`src/rtl/ball_motion.sv`:
```
// ball_motion: Pong ball engine with wall/paddle bounces, goal detection and serve hold-off.
// Define BALL_SPEEDUP_EN to add 1 to the horizontal step per paddle hit, up to MAX_STEP.
module ball_motion #(
  parameter int TICK_DIV   = 1666667,
  parameter int BALL_SIZE  = 8,
  parameter int STEP       = 2,
  parameter int START_H    = 316,
  parameter int START_V    = 236,
  parameter int HOLD_TICKS = 60,
  parameter int MAX_STEP   = 6
) (
  input  logic       CLK_100MHz,
  input  logic       Reset,
  input  logic [9:0] borderHmin,
  input  logic [9:0] borderHmax,
  input  logic [9:0] borderVmin,
  input  logic [9:0] borderVmax,
  input  logic [9:0] lHmin,
  input  logic [9:0] lHmax,
  input  logic [9:0] lVmin,
  input  logic [9:0] lVmax,
  input  logic [9:0] rHmin,
  input  logic [9:0] rHmax,
  input  logic [9:0] rVmin,
  input  logic [9:0] rVmax,
  input  logic       Serve,
  output logic [9:0] Hmin,
  output logic [9:0] Hmax,
  output logic [9:0] Vmin,
  output logic [9:0] Vmax,
  output logic       scoreL,
  output logic       scoreR,
  output logic       hit,
  output logic       inPlay
);
  localparam int CW = TICK_DIV > 1 ? $clog2(TICK_DIV) : 1;
  localparam int HW = HOLD_TICKS > 1 ? $clog2(HOLD_TICKS) : 1;
  localparam logic signed [11:0] BS1 = 12'(BALL_SIZE - 1);
  localparam logic signed [11:0] VST = 12'(STEP);
  typedef enum logic [1:0] {IDLE, MOVE, HOLD} state_t;
  state_t state, state_nx;
  logic [CW-1:0] cnt;
  logic [HW-1:0] hold_cnt, hold_nx;
  logic [9:0] step_x, step_nx, hmin_nx, vmin_nx;
  logic tick, dir_x, dir_y, dir_x_nx, dir_y_nx, score_l_nx, score_r_nx, hit_nx;
  logic v_top, v_bot, l_hit, r_hit, goal_l, goal_r, last_hold, unused;
  logic signed [11:0] h, v, nh, nv;

  // Edge math is widened and signed so nothing wraps near 0 or 1023.
  function automatic logic signed [11:0] s(input logic [9:0] x);
    return $signed({2'b00, x});
  endfunction

  assign tick = cnt == CW'(TICK_DIV - 1);
  assign last_hold = hold_cnt == HW'(HOLD_TICKS - 1);
  assign Hmax = Hmin + 10'(BALL_SIZE - 1);
  assign Vmax = Vmin + 10'(BALL_SIZE - 1);
  assign unused = ^{lHmin, rHmax, 10'(MAX_STEP)};

  always_comb begin
    h = s(Hmin);
    v = s(Vmin);
    nh = dir_x ? h + s(step_x) : h - s(step_x);
    nv = dir_y ? v + VST : v - VST;
    v_top = nv <= s(borderVmin);
    v_bot = nv + BS1 >= s(borderVmax);
    l_hit = !dir_x && nh <= s(lHmax) && h > s(lHmax) && v + BS1 >= s(lVmin) && v <= s(lVmax);
    r_hit = dir_x && nh + BS1 >= s(rHmin) && h + BS1 < s(rHmin) && v + BS1 >= s(rVmin) && v <= s(rVmax);
    goal_r = !dir_x && !l_hit && nh <= s(borderHmin);
    goal_l = dir_x && !r_hit && nh + BS1 >= s(borderHmax);
  end

  always_comb begin
    state_nx = state;
    hold_nx = hold_cnt;
    step_nx = step_x;
    hmin_nx = Hmin;
    vmin_nx = Vmin;
    dir_x_nx = dir_x;
    dir_y_nx = dir_y;
    score_l_nx = 1'b0;
    score_r_nx = 1'b0;
    hit_nx = 1'b0;
    if (state == IDLE && Serve) state_nx = MOVE;
    if (state == MOVE && tick) begin
      // A goal freezes the box and aims the next serve at the conceding side.
      if (goal_l || goal_r) begin
        state_nx = HOLD;
        score_l_nx = goal_l;
        score_r_nx = goal_r;
        dir_x_nx = goal_l;
        step_nx = 10'(STEP);
      end else begin
        hmin_nx = 10'(l_hit ? s(lHmax) + 12'sd1 : r_hit ? s(rHmin) - BS1 - 12'sd1 : nh);
        vmin_nx = 10'(v_top ? s(borderVmin) + 12'sd1 : v_bot ? s(borderVmax) - BS1 - 12'sd1 : nv);
        dir_x_nx = dir_x ^ (l_hit | r_hit);
        dir_y_nx = dir_y ^ (v_top | v_bot);
        hit_nx = l_hit | r_hit;
`ifdef BALL_SPEEDUP_EN
        if ((l_hit | r_hit) && step_x < 10'(MAX_STEP)) step_nx = step_x + 10'd1;
`endif
      end
    end
    if (state == HOLD && tick) begin
      hold_nx = last_hold ? '0 : hold_cnt + 1'b1;
      state_nx = last_hold ? IDLE : HOLD;
      hmin_nx = last_hold ? 10'(START_H) : Hmin;
      vmin_nx = last_hold ? 10'(START_V) : Vmin;
    end
  end

  always_ff @(posedge CLK_100MHz or negedge Reset) begin
    if (!Reset) begin
      state <= IDLE;
      cnt <= '0;
      hold_cnt <= '0;
      step_x <= 10'(STEP);
      Hmin <= 10'(START_H);
      Vmin <= 10'(START_V);
      dir_x <= 1'b1;
      dir_y <= 1'b1;
      scoreL <= 1'b0;
      scoreR <= 1'b0;
      hit <= 1'b0;
      inPlay <= 1'b0;
    end else begin
      cnt <= tick ? '0 : cnt + 1'b1;
      state <= state_nx;
      hold_cnt <= hold_nx;
      step_x <= step_nx;
      Hmin <= hmin_nx;
      Vmin <= vmin_nx;
      dir_x <= dir_x_nx;
      dir_y <= dir_y_nx;
      scoreL <= score_l_nx;
      scoreR <= score_r_nx;
      hit <= hit_nx;
      inPlay <= state == MOVE;
    end
  end
endmodule
```
`config.mk`:
```
export PLATFORM = sky130hd
export DESIGN_NAME = ball_motion
export DESIGN_NICKNAME = d
export VERILOG_FILES = /design/src/rtl/ball_motion.sv
export SDC_FILE = /design/constraint.sdc
export NUM_CORES = 1
export LEC_CHECK = 0
export ABC_AREA = 1
export BUFFER_PORTS_ARGS = -buffer_cell sky130_fd_sc_hd__buf_2
export CAP_MARGIN = 20
export CORE_UTILIZATION = 55
export CTS_CLUSTER_DIAMETER = 60
export DETAILED_ROUTE_END_ITERATION = 8
export GPL_TIMING_DRIVEN = 0
export PLACE_DENSITY = 0.79
export SLEW_MARGIN = 25
export SYNTH_ARGS = -nofsm -noshare
export SYNTH_HDL_FRONTEND = slang
export SYNTH_SLANG_ARGS = --single-unit
```
`constraint.sdc`:
```
create_clock -name CLK_100MHz -period 4.14 [get_ports CLK_100MHz]
set_clock_uncertainty 0.2 [all_clocks]
set_input_delay 0.414 -clock CLK_100MHz [delete_from_list [all_inputs] [get_ports CLK_100MHz]]
set_output_delay 0.414 -clock CLK_100MHz [all_outputs]
set_load 0.01 [all_outputs]
```
# == After elaboration in Yosys (flattened, before gate mapping) ==
# Index checks and enable logic that the tools add are counted.
# totals
register_bits,55
in_bits,123
wordCells,103
# op_classes
add_sub_neg,18
n_lt_le_gt_ge,12
n_eq_ne,6
muxes,28
bitwise_logic,5
n_reduce_logical,23
# op_table
op,count
two-way mux 10 bit,12
greater-or-equal comparator 12 x 11 -> 1 bit,4
less-or-equal comparator 12 x 11 -> 1 bit,3
adder 12 x 4 -> 12 bit (second input constant),2
two-way mux 12 bit,2
adder 10 x 2 -> 11 bit (second input constant),2
adder 10 x 3 -> 11 bit (second input constant),2
subtractor 10 x 2 -> 11 bit (second input constant),2
adder 21 x 1 -> 21 bit (second input constant),1
equality test 21 bit (second input constant),1
two-way mux 21 bit,1
adder 10 x 1 -> 10 bit (second input constant),2
adder 10 x 3 -> 10 bit (second input constant),2
less-or-equal comparator 10 bit,2
subtractor 10 x 2 -> 10 bit (second input constant),2
subtractor 10 x 3 -> 10 bit (second input constant),2
logical AND 1 bit,15
greater-or-equal comparator 11 x 10 -> 1 bit,1
< comparator 11 x 10 -> 1 bit,1
greater-than comparator 10 bit,1
two-way mux 2 bit,5
two-way mux 1 bit,7
adder 6 x 1 -> 6 bit (second input constant),1
equality test 6 bit (second input constant),1
other kinds (14),18

# == Depth between registers and ports, before layout ==
# Gate-level depths: netlist of the first run.
# logic_depth
depth_word,15
mapped_depth,29
depth_no_buf,28

# == Worst setup path after synthesis of the first run ==
# Ideal clock, no wire load.
# synth_path
kind,register to register
start,reg Hmin[1]
end,reg Vmin[9]
t_arrival_ns,3.411
required_ns,3.818
setup_slack_ns,0.407
stages_incl_launch_ff,28
path_buffers,1
period_less_slack_ns,3.733
cell_sequence,dfrtp_1 > inv_1 > ha_1 > xor2_2 > inv_1 > nor2_1 > nand2_1 > nand2_1 > nor2_1 > nand3_1 > nor2_1 > xor2_1 > ha_1 > nand2_1 > nand3b_1 > nor2_1 > nand2_1 > nand2_1 > nand2_2 > nand2_4 > nand2_4 > nand2_4 > nand2_4 > nand2_4 > inv_4 > buf_6 > nand2_1 > o21ai_1
# synth_via
elab_chain_cells,14
# synth_lines
element,line,source
from (decl),27,"output logic [9:0] Hmin,"
from (signal assigned),118,Hmin <= 10'(START_H);
from (signal assigned),131,Hmin <= hmin_nx;
subtractor 10 x 2 -> 11 bit or adder 10 x 2 -> 11 bit (tied branches),63,nh = dir_x ? h + s(step_x) : h - s(step_x);
two-way mux 12 bit,63,
adder 12 x 4 -> 12 bit,"68, 70",
greater-or-equal comparator 12 x 11 -> 1 bit,68,r_hit = dir_x && nh + BS1 >= s(rHmin) && h + BS1 < s(rHmin) && v + BS1 >= s(rVmin) && v <= s(rVmax);
logical AND 1 bit (4 in series),68,
logical NOT 1 bit,70,goal_l = dir_x && !r_hit && nh + BS1 >= s(borderHmax);
logical AND 1 bit (2 in series),70,
logical OR 1 bit *,87,if (goal_l || goal_r) begin
inequality test 2 x 1 -> 1 bit (no source line) *,--,
AND reduction 3 bit (no source line) *,--,
to (signal assigned),119,Vmin <= 10'(START_V);
to (signal assigned),132,Vmin <= vmin_nx;
to (decl),29,"output logic [9:0] Vmin,"
# Every way passes the cells marked *; elsewhere a longest branch is shown, timed or not.
# A chain may end at the register's enable or synchronous reset.

# == Worst setup path after layout of the first run ==
# layout_path
start,reg Vmin[2]
end,reg Vmin[5]
# layout_via
elab_chain_cells,10
# layout_lines
element
branches (longest 10 deep; another with adder 12 x 4 -> 12 bit)
# Parallel ways; which one is timed is not known. The select of a mux whose other input is x is not followed.

==> results of run 1 <==
[layout make-up]
cell class,count,area [um2]
Timing Repair Buffer,178,1000
Fill cell,1245,4320
Clock inverter,2,37.5
Buffer,12,98.8
Clock buffer,6,129
Sequential cell,55,1400
Inverter,243,936
Multi-Input combinational cell,884,5840
Tap cell,180,225
[worst max-delay path: stages (launching register included)]
cell,delay [ns]
dfstp_2,0.59
clkinvlp_4,0.21
ha_4,0.24
nand4_1,0.13
nand2_2,0.12
o211ai_1,0.16
xor2_2,0.36
xnor2_2,0.11
ha_1,0.35
nand2_1,0.08
nor2_1,0.05
a211oi_2,0.14
o21ai_1,0.10
a21o_1,0.16
nand2_1,0.08
nand4_2,0.11
nand2_4,0.13
buf_4,0.14
a21oi_1,0.06
o21ai_0,0.11
nand3_1,0.17
nand2_1,0.12
inv_1,0.04
[worst max path at each step]
stage | end | from | cells past startpoint | slack (ns)
2_1_floorplan | Vmin[9] | Hmin[1] | 27 | 0.41
3_3_place_gp | Vmin[5] | Hmin[1] | 27 | -0.37
3_5_place_dp | Vmin[5] | Hmin[1] | 27 | -0.39
4_1_cts | Vmin[8] | Vmin[2] | 25 | 0.008
5_1_grt | Vmin[7] | Vmin[2] | 24 | -0.09
6_report | Vmin[5] | Vmin[2] | 22 | 0.11
[Yosys cell counts, types with 4 or more instances]
cell / count / share of area [%]
dfrtp_1: 43 / 14
a31oi_1: 8 / 0.63
dfstp_2: 12 / 4.0
xnor2_1: 4 / 0.44
nor4_1: 12 / 0.95
o211ai_1: 10 / 0.95
xor2_2: 4 / 0.82
nand2_2: 5 / 0.39
nand3b_1: 4 / 0.38
o2111ai_1: 4 / 0.44
inv_2: 4 / 0.19
o21ai_1: 13 / 0.82
xor2_1: 50 / 5.5
nand2_1: 235 / 11
nor2_1: 99 / 4.7
nand4_1: 27 / 2.1
buf_6: 6 / 0.85
a211oi_1: 7 / 0.66
inv_1: 235 / 11
ha_1: 135 / 21
nand2_4: 6 / 0.85
buf_2: 4 / 0.25
nand3_1: 91 / 5.7
a21oi_1: 77 / 4.9
nor3_1: 24 / 1.5
o21ai_0: 42 / 2.6
[sequential cells by signal, summed over array words and instances, names as in the netlist, 2 cells and up]
signal and flops:
hold_cnt 6, state 2, cnt 21, Vmin 10
Hmin 10
[through the flow]
stage          cell area [um2]  worst slack, ns  TNS, ns  hold slack (ns)  power (mW)
5_1_grt                   9670          -0.0870   -0.495            0.204        1.79
4_1_cts                   9160          0.00791        0            0.207        1.60
3_3_place_gp              8890           -0.375    -6.40            0.271        1.09
3_5_place_dp              8890           -0.388    -7.03            0.279        1.10
2_1_floorplan             7930            0.407        0          -0.0816       0.923
6_report                  9670            0.108        0            0.207        1.69
[layout by cell type (no fill, tap or decap), types with 12 or more instances in the layout]
cell | synthesis | routed
dfrtp_1 | 43 | 39
nor4_1 | 12 | 12
ha_1 | 135 | 129
buf_4 | 0 | 29
nand4_1 | 27 | 27
o21ai_0 | 42 | 39
xor2_1 | 50 | 44
a21oi_1 | 77 | 71
nand2_1 | 235 | 227
nand3_1 | 91 | 87
o21ai_1 | 13 | 16
dfstp_2 | 12 | 12
nor2_1 | 99 | 92
nor3_1 | 24 | 24
buf_2 | 4 | 148
inv_1 | 235 | 227
[timing repair]
item / 4_1_cts / 5_1_grt
hold buffers: 1 / 0
cloned: 0 / 1
resized for setup: 9 / 72
pin swaps: 1 / 25
endpoints found under the hold margin: 18 / 0
setup endpoints to repair: 24 / 24
buffers inserted: 9 / 21
[layer usage]
layer	wire (um)	track usage [%]	part of all wire, %	vias up
li1	-	-	-	4284
met1	9810	39.9	43	3823
met2	10200	48.5	45	385
met3	1990	4.45	8.8	53
met4	584	8.08	2.6	0
met5	0	0	0	-
[logic make-up (layout without fill, tap and decap cells)]
logic type,Yosys count,after routing
compound gates,178,178
xor+xnor,59,59
fa+ha+maj,135,135
buf+inv,256,441
flops,55,55
mux,1,1
simple gates,511,511
[power by group through the flow]
stage	logic (mW)	registers, mW	clock network (mW)
after detailed placement	0.527	0.574	0
after global placement	0.513	0.574	0
after CTS	0.549	0.560	0.495
final	0.635	0.563	0.489
after floorplan	0.353	0.570	0
after global routing	0.712	0.564	0.516
==> flow_metrics.env, run 1 <==
export IMPL_crit_required_ns=4.18
export IMPL_async_flop_share_pct=100
export IMPL_root_buffer="clkbuf_16"
export IMPL_endpoint_kind="flop"
export IMPL_utilization_pct=69.1
export IMPL_ys_warn_count=0
export IMPL_avgViaCountPerCell=5.48
export IMPL_synth_ff_type="dfrtp_1"
export IMPL_reg2reg_depth=22
export IMPL_ant_nets=0
export IMPL_hold_start="Serve"
export IMPL_grt_pass1_wl_um=34700
export IMPL_setup_viol=0
export IMPL_crit_arrival_ns=4.07
export IMPL_start_util_pct=56.7
export IMPL_synth_seq_cells=55
export IMPL_min_path_cells=3
export IMPL_hold_violations=0
export IMPL_power_switching_mw=0.579
export IMPL_stdcell_count=1560
export IMPL_hp_class="primary input to flop"
export IMPL_overflow=0
export IMPL_p_int_mw=1.11
export IMPL_yosys_area_share_adder_pct=21.3
export IMPL_seqPwrFrac_pct=33.4
export IMPL_powerDensity_nw_per_um2=174
export IMPL_tritoncts="built"
export IMPL_max_slew_margin_pct=53.9
export IMPL_synth_top_family_by_area="simple AND/OR/NAND/NOR gates"
export IMPL_min_to="state[0]"
export IMPL_antenna_cells=0
export IMPL_reg2reg_from="Vmin[2]"
export IMPL_pwr_share_comb_pct=37.6
export IMPL_static_leakage_power_nw=5.36
export IMPL_r2r_end="Vmin[5]"
export IMPL_syn_avg_cell_area_um2=6.64
export IMPL_dp_cells=1521
export IMPL_p_sw_share_pct=34.3
export IMPL_ys_types=47
export IMPL_cap_violations=0
export IMPL_cts_max_level=2
export IMPL_drive_gt1_share_pct=21.0
export IMPL_ir_worst_vdd_mv=0.183
export IMPL_io_buffers=146
export IMPL_synth_edf_count=0
export IMPL_grt_max_degree=56
export IMPL_dr_first_iter_drc_count=784
export IMPL_postSynthCellCount=1195
export IMPL_gp_congestion=0.925
export IMPL_clk_path_buf_depth=2
export IMPL_firstDrtPassIters=5
export IMPL_clk_pin_slew_worst_paths_ns=0.07
export IMPL_drv_slew=0
export IMPL_die_area_um2=14900
export IMPL_fmax_mhz=248
export IMPL_die_y_um=122
export IMPL_totalWireLength_um=22600
export IMPL_synth_compound_area_share_pct=12.7
export IMPL_crit_type="flop to flop"
export IMPL_ys_seq_area_share_pct=17.5
export IMPL_wire_per_inst_um=14.5
export IMPL_period_minus_slack_ns=4.03
export IMPL_grt_pass1_vias=7295
export IMPL_pwr_share_clk_pct=29.0
export IMPL_cts_buffers=5
export IMPL_reg2reg_slack_ns=0.11
export IMPL_fin_nets=1637
export IMPL_grt_use_total_pct=29.4
export IMPL_tightestPinTransition_ns=0.692
export IMPL_cp_start_kind="flop"
export IMPL_cts_sinks=55
export IMPL_clk_latency_ns=0.30
export IMPL_fin_crit_sh_pct=97.4
export IMPL_syn_to_final_growth_pct=21.8
export IMPL_crit_fanout=6
export IMPL_syn_nets=1453
export IMPL_fp_coreArea_um2=14000
export IMPL_die_width_um=122
export IMPL_remaining_drc_errors=0
export IMPL_io_pins=167
export IMPL_synthSimpleGateAreaFrac_pct=28.6
export IMPL_syn_area_um2=7930
export IMPL_core_rowCount=43
export IMPL_hpwlAfterDp_um=17600
export IMPL_antenna_found_initial=0
export IMPL_muxShareOfSynthArea_pct=0.126
export IMPL_synth_xor_xnor_area_share_pct=6.99
export IMPL_vias=8545
export IMPL_outcome="complete, no violations"
Note: power is estimated with default switching activity, not from simulation.
==> run 2, diff against run 1 <==
- clock period: 4.14 -> 4.4 ns (I/O delays scaled with it)
==> run 2 against run 1 <==
The flow now finishes with violations (negative hold slack). Design area fell by 3.1%. Global-route usage fell by 0.39 points. Combinational power fell by 15%. Setup slack improved by 0.056 ns. Die area did not move. Core utilization fell by 2.1 points. Critical path type unchanged. Largest cell class unchanged. Largest power group unchanged.
==> flow_metrics.env, run 2 (same netlist as run 1, synthesis figures left out) <==
export IMPL_final_common_cell="nand2_1"
export IMPL_endpoint_kind="flop"
export IMPL_largest_register_ffs=21
export IMPL_post_route_cell_area_um2=9370
export IMPL_period_minus_slack_ns=4.24
export IMPL_ir_worst_vdd_mv=0.175
export IMPL_hp_class="primary input to async pin"
export IMPL_r2r_end="Vmin[3]"
export IMPL_grt_max_degree=56
export IMPL_outcome="finished, violations left"
export IMPL_die_width_um=122
export IMPL_top_regs="cnt x21, Hmin x10, Vmin x10"
export IMPL_crit_type="flop to flop"
export IMPL_postCtsHoldBufs=0
export IMPL_die_y_um=122
export IMPL_hpwlAfterDp_um=17600
export IMPL_fin_nets=1629
export IMPL_avgViaCountPerCell=5.42
export IMPL_drv_slew=0
export IMPL_tritoncts="built"
export IMPL_setup_viol=0
export IMPL_grt_pass1_vias=7205
export IMPL_powerDensity_nw_per_um2=164
export IMPL_fill_cells=1285
export IMPL_grt_pass1_wl_um=34300
export IMPL_crit_fanout=10
export IMPL_syn_to_final_growth_pct=18.1
export IMPL_crit_path_frequent_cell="nand2_1"
export IMPL_hold_violations=29
export IMPL_root_buffer="clkbuf_16"
export IMPL_cpLargestDelayFamily="simple AND/OR/NAND/NOR gates"
export IMPL_crit_required_ns=4.44
export IMPL_grt_use_total_pct=29.1
export IMPL_power_total_mw=1.53
export IMPL_cpPeakStageDelay_ns=0.45
export IMPL_regMostFlops="cnt"
export IMPL_met3_length_um=1820
export IMPL_clk_pin_slew_worst_paths_ns=0.07
export IMPL_cts_max_level=2
export IMPL_fin_crit_sh_pct=96.3
export IMPL_dp_cells=1521
export IMPL_route_top_layer_used="met4"
export IMPL_io_buffers=146
export IMPL_fmax_mhz=236
export IMPL_clk_path_buf_depth=2
export IMPL_failed_checks="negative hold slack"
export IMPL_antenna_cells=0
export IMPL_start_util_pct=56.7
export IMPL_wire_per_inst_um=14.1
export IMPL_static_leakage_power_nw=5.29
export IMPL_ff_latch_area_um2=1400
export IMPL_multiInputGateArea_um2=5640
export IMPL_io_pins=167
export IMPL_reg2reg_from="Hmin[1]"
export IMPL_most_common_layout_cells="nand2_1, inv_1, buf_2"
export IMPL_antenna_found_initial=0
export IMPL_fp_coreArea_um2=14000
export IMPL_cts_sinks=55
export IMPL_cts_buffers=5
export IMPL_core_rowCount=43
export IMPL_hold_slack_ns=-0.0214
export IMPL_clk_latency_ns=0.30
export IMPL_crit_arrival_ns=4.27
export IMPL_drive_gt1_share_pct=18.5
export IMPL_firstDrtPassIters=6
export IMPL_vias=8410
export IMPL_stdcell_count=1552
export IMPL_reg2reg_depth=26
export IMPL_slowest_stage="dfrtp_2"
export IMPL_cap_violations=0
export IMPL_reg2reg_slack_ns=0.16
export IMPL_wl_met2_um=9860
export IMPL_overflow=0
export IMPL_tightestPinTransition_ns=0.686
export IMPL_max_slew_margin_pct=54.3
export IMPL_dr_first_iter_drc_count=726
export IMPL_remaining_drc_errors=0
export IMPL_gp_congestion=0.925
export IMPL_die_area_um2=14900
export IMPL_totalWireLength_um=21900
export IMPL_cp_start_kind="flop"
export IMPL_crit_buf_inv=4
export IMPL_wirelength_met1_um=9760
export IMPL_utilization_pct=66.9
export IMPL_postPlaceCellArea_um2=8890
export IMPL_ant_nets=0
[run 2: worst max path at each step]
stage / startpoint / endpoint / cells after the start
2_1_floorplan: Hmin[1] / Vmin[9] / 27
3_3_place_gp: Hmin[1] / Vmin[5] / 27
3_5_place_dp: Hmin[1] / Vmin[5] / 27
4_1_cts: Hmin[2] / Vmin[5] / 27
5_1_grt: Hmin[1] / Vmin[3] / 28
6_report: Hmin[1] / Vmin[3] / 26
[run 2: area by class of cell]
class / instances / area share [%]
timing repair buffer: 169 / 9.67
multi-input combinational: 884 / 60.2
tap: 180 / 2.40
buffer: 13 / 1.07
clock buffer: 6 / 1.38
clock inverter: 2 / 0.401
inverter: 243 / 9.95
sequential: 55 / 14.9
[run 2: timing repair]
action,CTS,global route
pin swaps,0,2
buffers inserted,0,23
endpoints found under the setup margin,21,24
gates resized for setup,2,27
[run 2: per-stage QoR]
| step | setup TNS, ns | hold slack [ns] | setup slack (ns) |
|---|---|---|---|
| after global placement | -0.832 | 0.271 | -0.115 |
| after detailed placement | -1.19 | 0.279 | -0.128 |
| final | 0 | -0.0214 | 0.164 |
| after floorplan | 0 | -0.0556 | 0.667 |
| after global routing | -0.293 | 0.0376 | -0.0543 |
| after CTS | 0 | 0.0148 | 0.00829 |
[run 2: routing by layer]
layer  global-route usage (%)  vias to the layer above
met2                     48.2                      371
met3                     3.70                       42
met4                     7.24                        0
met5                        0                        -
li1                         -                     4270
met1                     39.8                     3727
[run 2: report_power, final]
group	internal, mW	total [mW]	switching (mW)	leakage, nW
Sequential	0.514	0.530	0.0160	0.689
Clock	0.269	0.462	0.193	0.0771
Combinational	0.228	0.542	0.314	4.53
Total	1.01	1.53	0.523	5.29
==> run 3, diff against run 2 <==
==> constraint.sdc (replaced) <==
create_clock -name CLK_100MHz -period 4.4 [get_ports CLK_100MHz]
set_clock_uncertainty 0.2 [all_clocks]
set_input_delay 0 -clock CLK_100MHz [delete_from_list [all_inputs] [get_ports CLK_100MHz]]
set_output_delay 0 -clock CLK_100MHz [all_outputs]
set_load 0.01 [all_outputs]
==> run 3 against run 2 <==
The flow now finishes without violations. Total power rose by 0.54%. Critical path type unchanged. Die area did not move. Design area rose by 1.3%. Highest routed layer unchanged. Core utilization rose by 0.86 points.
==> flow_metrics.env, run 3 (same netlist as run 1, synthesis figures left out) <==
export IMPL_outcome="complete, no violations"
export IMPL_powerDensity_nw_per_um2=163
export IMPL_grt_use_total_pct=29.2
export IMPL_most_common_layout_cells="nand2_1, inv_1, buf_2"
export IMPL_cp_start_kind="flop"
export IMPL_ant_nets=0
export IMPL_top_regs="cnt x21, Hmin x10, Vmin x10"
export IMPL_grtUsageMet1_pct=39.9
export IMPL_max_slew_margin_pct=54.1
export IMPL_crit_path_frequent_cell="nand2_1"
export IMPL_tritoncts="built"
export IMPL_antenna_cells=0
export IMPL_ir_worst_vdd_mv=0.175
export IMPL_die_area_um2=14900
export IMPL_tightestPinTransition_ns=0.689
export IMPL_grt_use_met2_pct=48.5
export IMPL_crit_type="flop to flop"
export IMPL_overflow=0
export IMPL_crit_buf_inv=4
export IMPL_grt_pass1_vias=7260
export IMPL_p_sw_share_pct=34.0
export IMPL_fp_coreArea_um2=14000
export IMPL_totalWireLength_um=21900
export IMPL_cap_violations=0
export IMPL_stdcell_count=1564
export IMPL_fin_crit_sh_pct=96.3
export IMPL_antenna_found_initial=0
export IMPL_fin_ws_ns=0.163
export IMPL_final_common_cell="nand2_1"
export IMPL_drive_gt1_share_pct=18.4
export IMPL_dp_cells=1521
export IMPL_grt_use_met3_pct=3.70
export IMPL_largest_register_ffs=21
export IMPL_fin_nets=1641
export IMPL_p_int_mw=1.02
export IMPL_crit_fanout=10
export IMPL_io_buffers=146
export IMPL_hold_violations=0
export IMPL_clk_pin_slew_worst_paths_ns=0.07
export IMPL_clk_latency_ns=0.30
export IMPL_pwr_share_comb_pct=35.7
export IMPL_cts_buffers=5
export IMPL_start_util_pct=56.7
export IMPL_pwr_share_clk_pct=30.0
export IMPL_slowest_stage="dfrtp_2"
export IMPL_cpLargestDelayFamily="simple AND/OR/NAND/NOR gates"
export IMPL_cts_max_level=2
export IMPL_period_minus_slack_ns=4.24
export IMPL_vias=8409
export IMPL_post_place_ws_ns=-0.128
export IMPL_cpPeakStageDelay_ns=0.45
export IMPL_endpoint_kind="flop"
export IMPL_power_switching_mw=0.524
export IMPL_io_pins=167
export IMPL_core_rowCount=43
export IMPL_power_total_mw=1.54
export IMPL_crit_required_ns=4.44
export IMPL_die_y_um=122
export IMPL_fmax_mhz=236
export IMPL_utilization_pct=67.8
export IMPL_clk_path_buf_depth=2
export IMPL_grt_max_degree=56
export IMPL_die_width_um=122
export IMPL_syn_to_final_growth_pct=19.6
export IMPL_hpwlAfterDp_um=17600
export IMPL_setup_viol=0
export IMPL_remaining_drc_errors=0
export IMPL_drv_slew=0
export IMPL_crit_arrival_ns=4.27
export IMPL_fill_cells=1265
export IMPL_cts_sinks=55
export IMPL_hp_class="primary input to flop"
export IMPL_dr_first_iter_drc_count=715
export IMPL_avgViaCountPerCell=5.38
export IMPL_reg2reg_slack_ns=0.16
export IMPL_wire_per_inst_um=14.0
export IMPL_static_leakage_power_nw=5.34
export IMPL_firstDrtPassIters=5
export IMPL_top_usage_layer="met2"
export IMPL_seqPwrFrac_pct=34.4
export IMPL_root_buffer="clkbuf_16"
export IMPL_gp_congestion=0.925
export IMPL_grt_pass1_wl_um=34400
export IMPL_regMostFlops="cnt"
## run 3: worst min-delay path, delay by kind of cell
family,cells,cell delay [ns]
buffers and inverters,1,0.11
XOR/XNOR,1,0.07
AND/OR/NAND/NOR,2,0.19
AO/OA/AOI/OAI,1,0.09
## run 3: timing repair
item,in CTS,in global routing
gates resized for setup,2,27
pin swaps,0,2
hold buffers,12,0
hold endpoints to repair,64,0
setup buffers,0,23
setup endpoints to repair,21,24
## run 3: layer usage
metal  vias up  wire length, um
met3        48             1700
li1       4287                -
met2       346             9820
met1      3728             9900
met4         0              515
met5         -                0
## run 3: final cells by class
type / count / area, um2 / share of cell area [%]
multi-input cells: 884 / 5640 / 59.5
inverters: 243 / 932 / 9.83
clock buffers: 6 / 129 / 1.36
plain buffers: 13 / 100 / 1.06
repair buffers: 181 / 1030 / 10.8
flip-flops and latches: 55 / 1400 / 14.7
well taps: 180 / 225 / 2.37
clock inverters: 2 / 37.5 / 0.396
## run 3: worst paths after layout
| path | to | startpoint | cells after the start |
|---|---|---|---|
| worst max-delay path | Vmin[3] | Hmin[1] | 26 |
| worst min-delay path | Hmin[9] | lHmax[9] | 5 |
| worst max register to register | Vmin[3] | Hmin[1] | 26 |
| worst min register to register | cnt[0] | cnt[0] | 1 |
| max in group asynchronous | Hmin[1] | Reset | 2 |
| min in group asynchronous | cnt[16] | Reset | 2 |
## run 3: power by group through the flow
stage | clock, mW | sequential, mW | combinational, mW
floorplan | 0 | 0.536 | 0.332
global placement | 0 | 0.540 | 0.482
detailed placement | 0 | 0.541 | 0.496
CTS | 0.465 | 0.531 | 0.507
global route | 0.486 | 0.531 | 0.625
finish | 0.463 | 0.530 | 0.550
## run 3: stage by stage
stage | area [um2] | setup TNS, ns | hold WS (ns)
5_1_grt | 9490 | -0.293 | 0.0206
4_1_cts | 9180 | 0 | 0.00137
3_5_place_dp | 8890 | -1.19 | -0.105
6_report | 9490 | 0 | 0.00248
2_1_floorplan | 7930 | 0 | -0.496
3_3_place_gp | 8890 | -0.832 | 0.0993
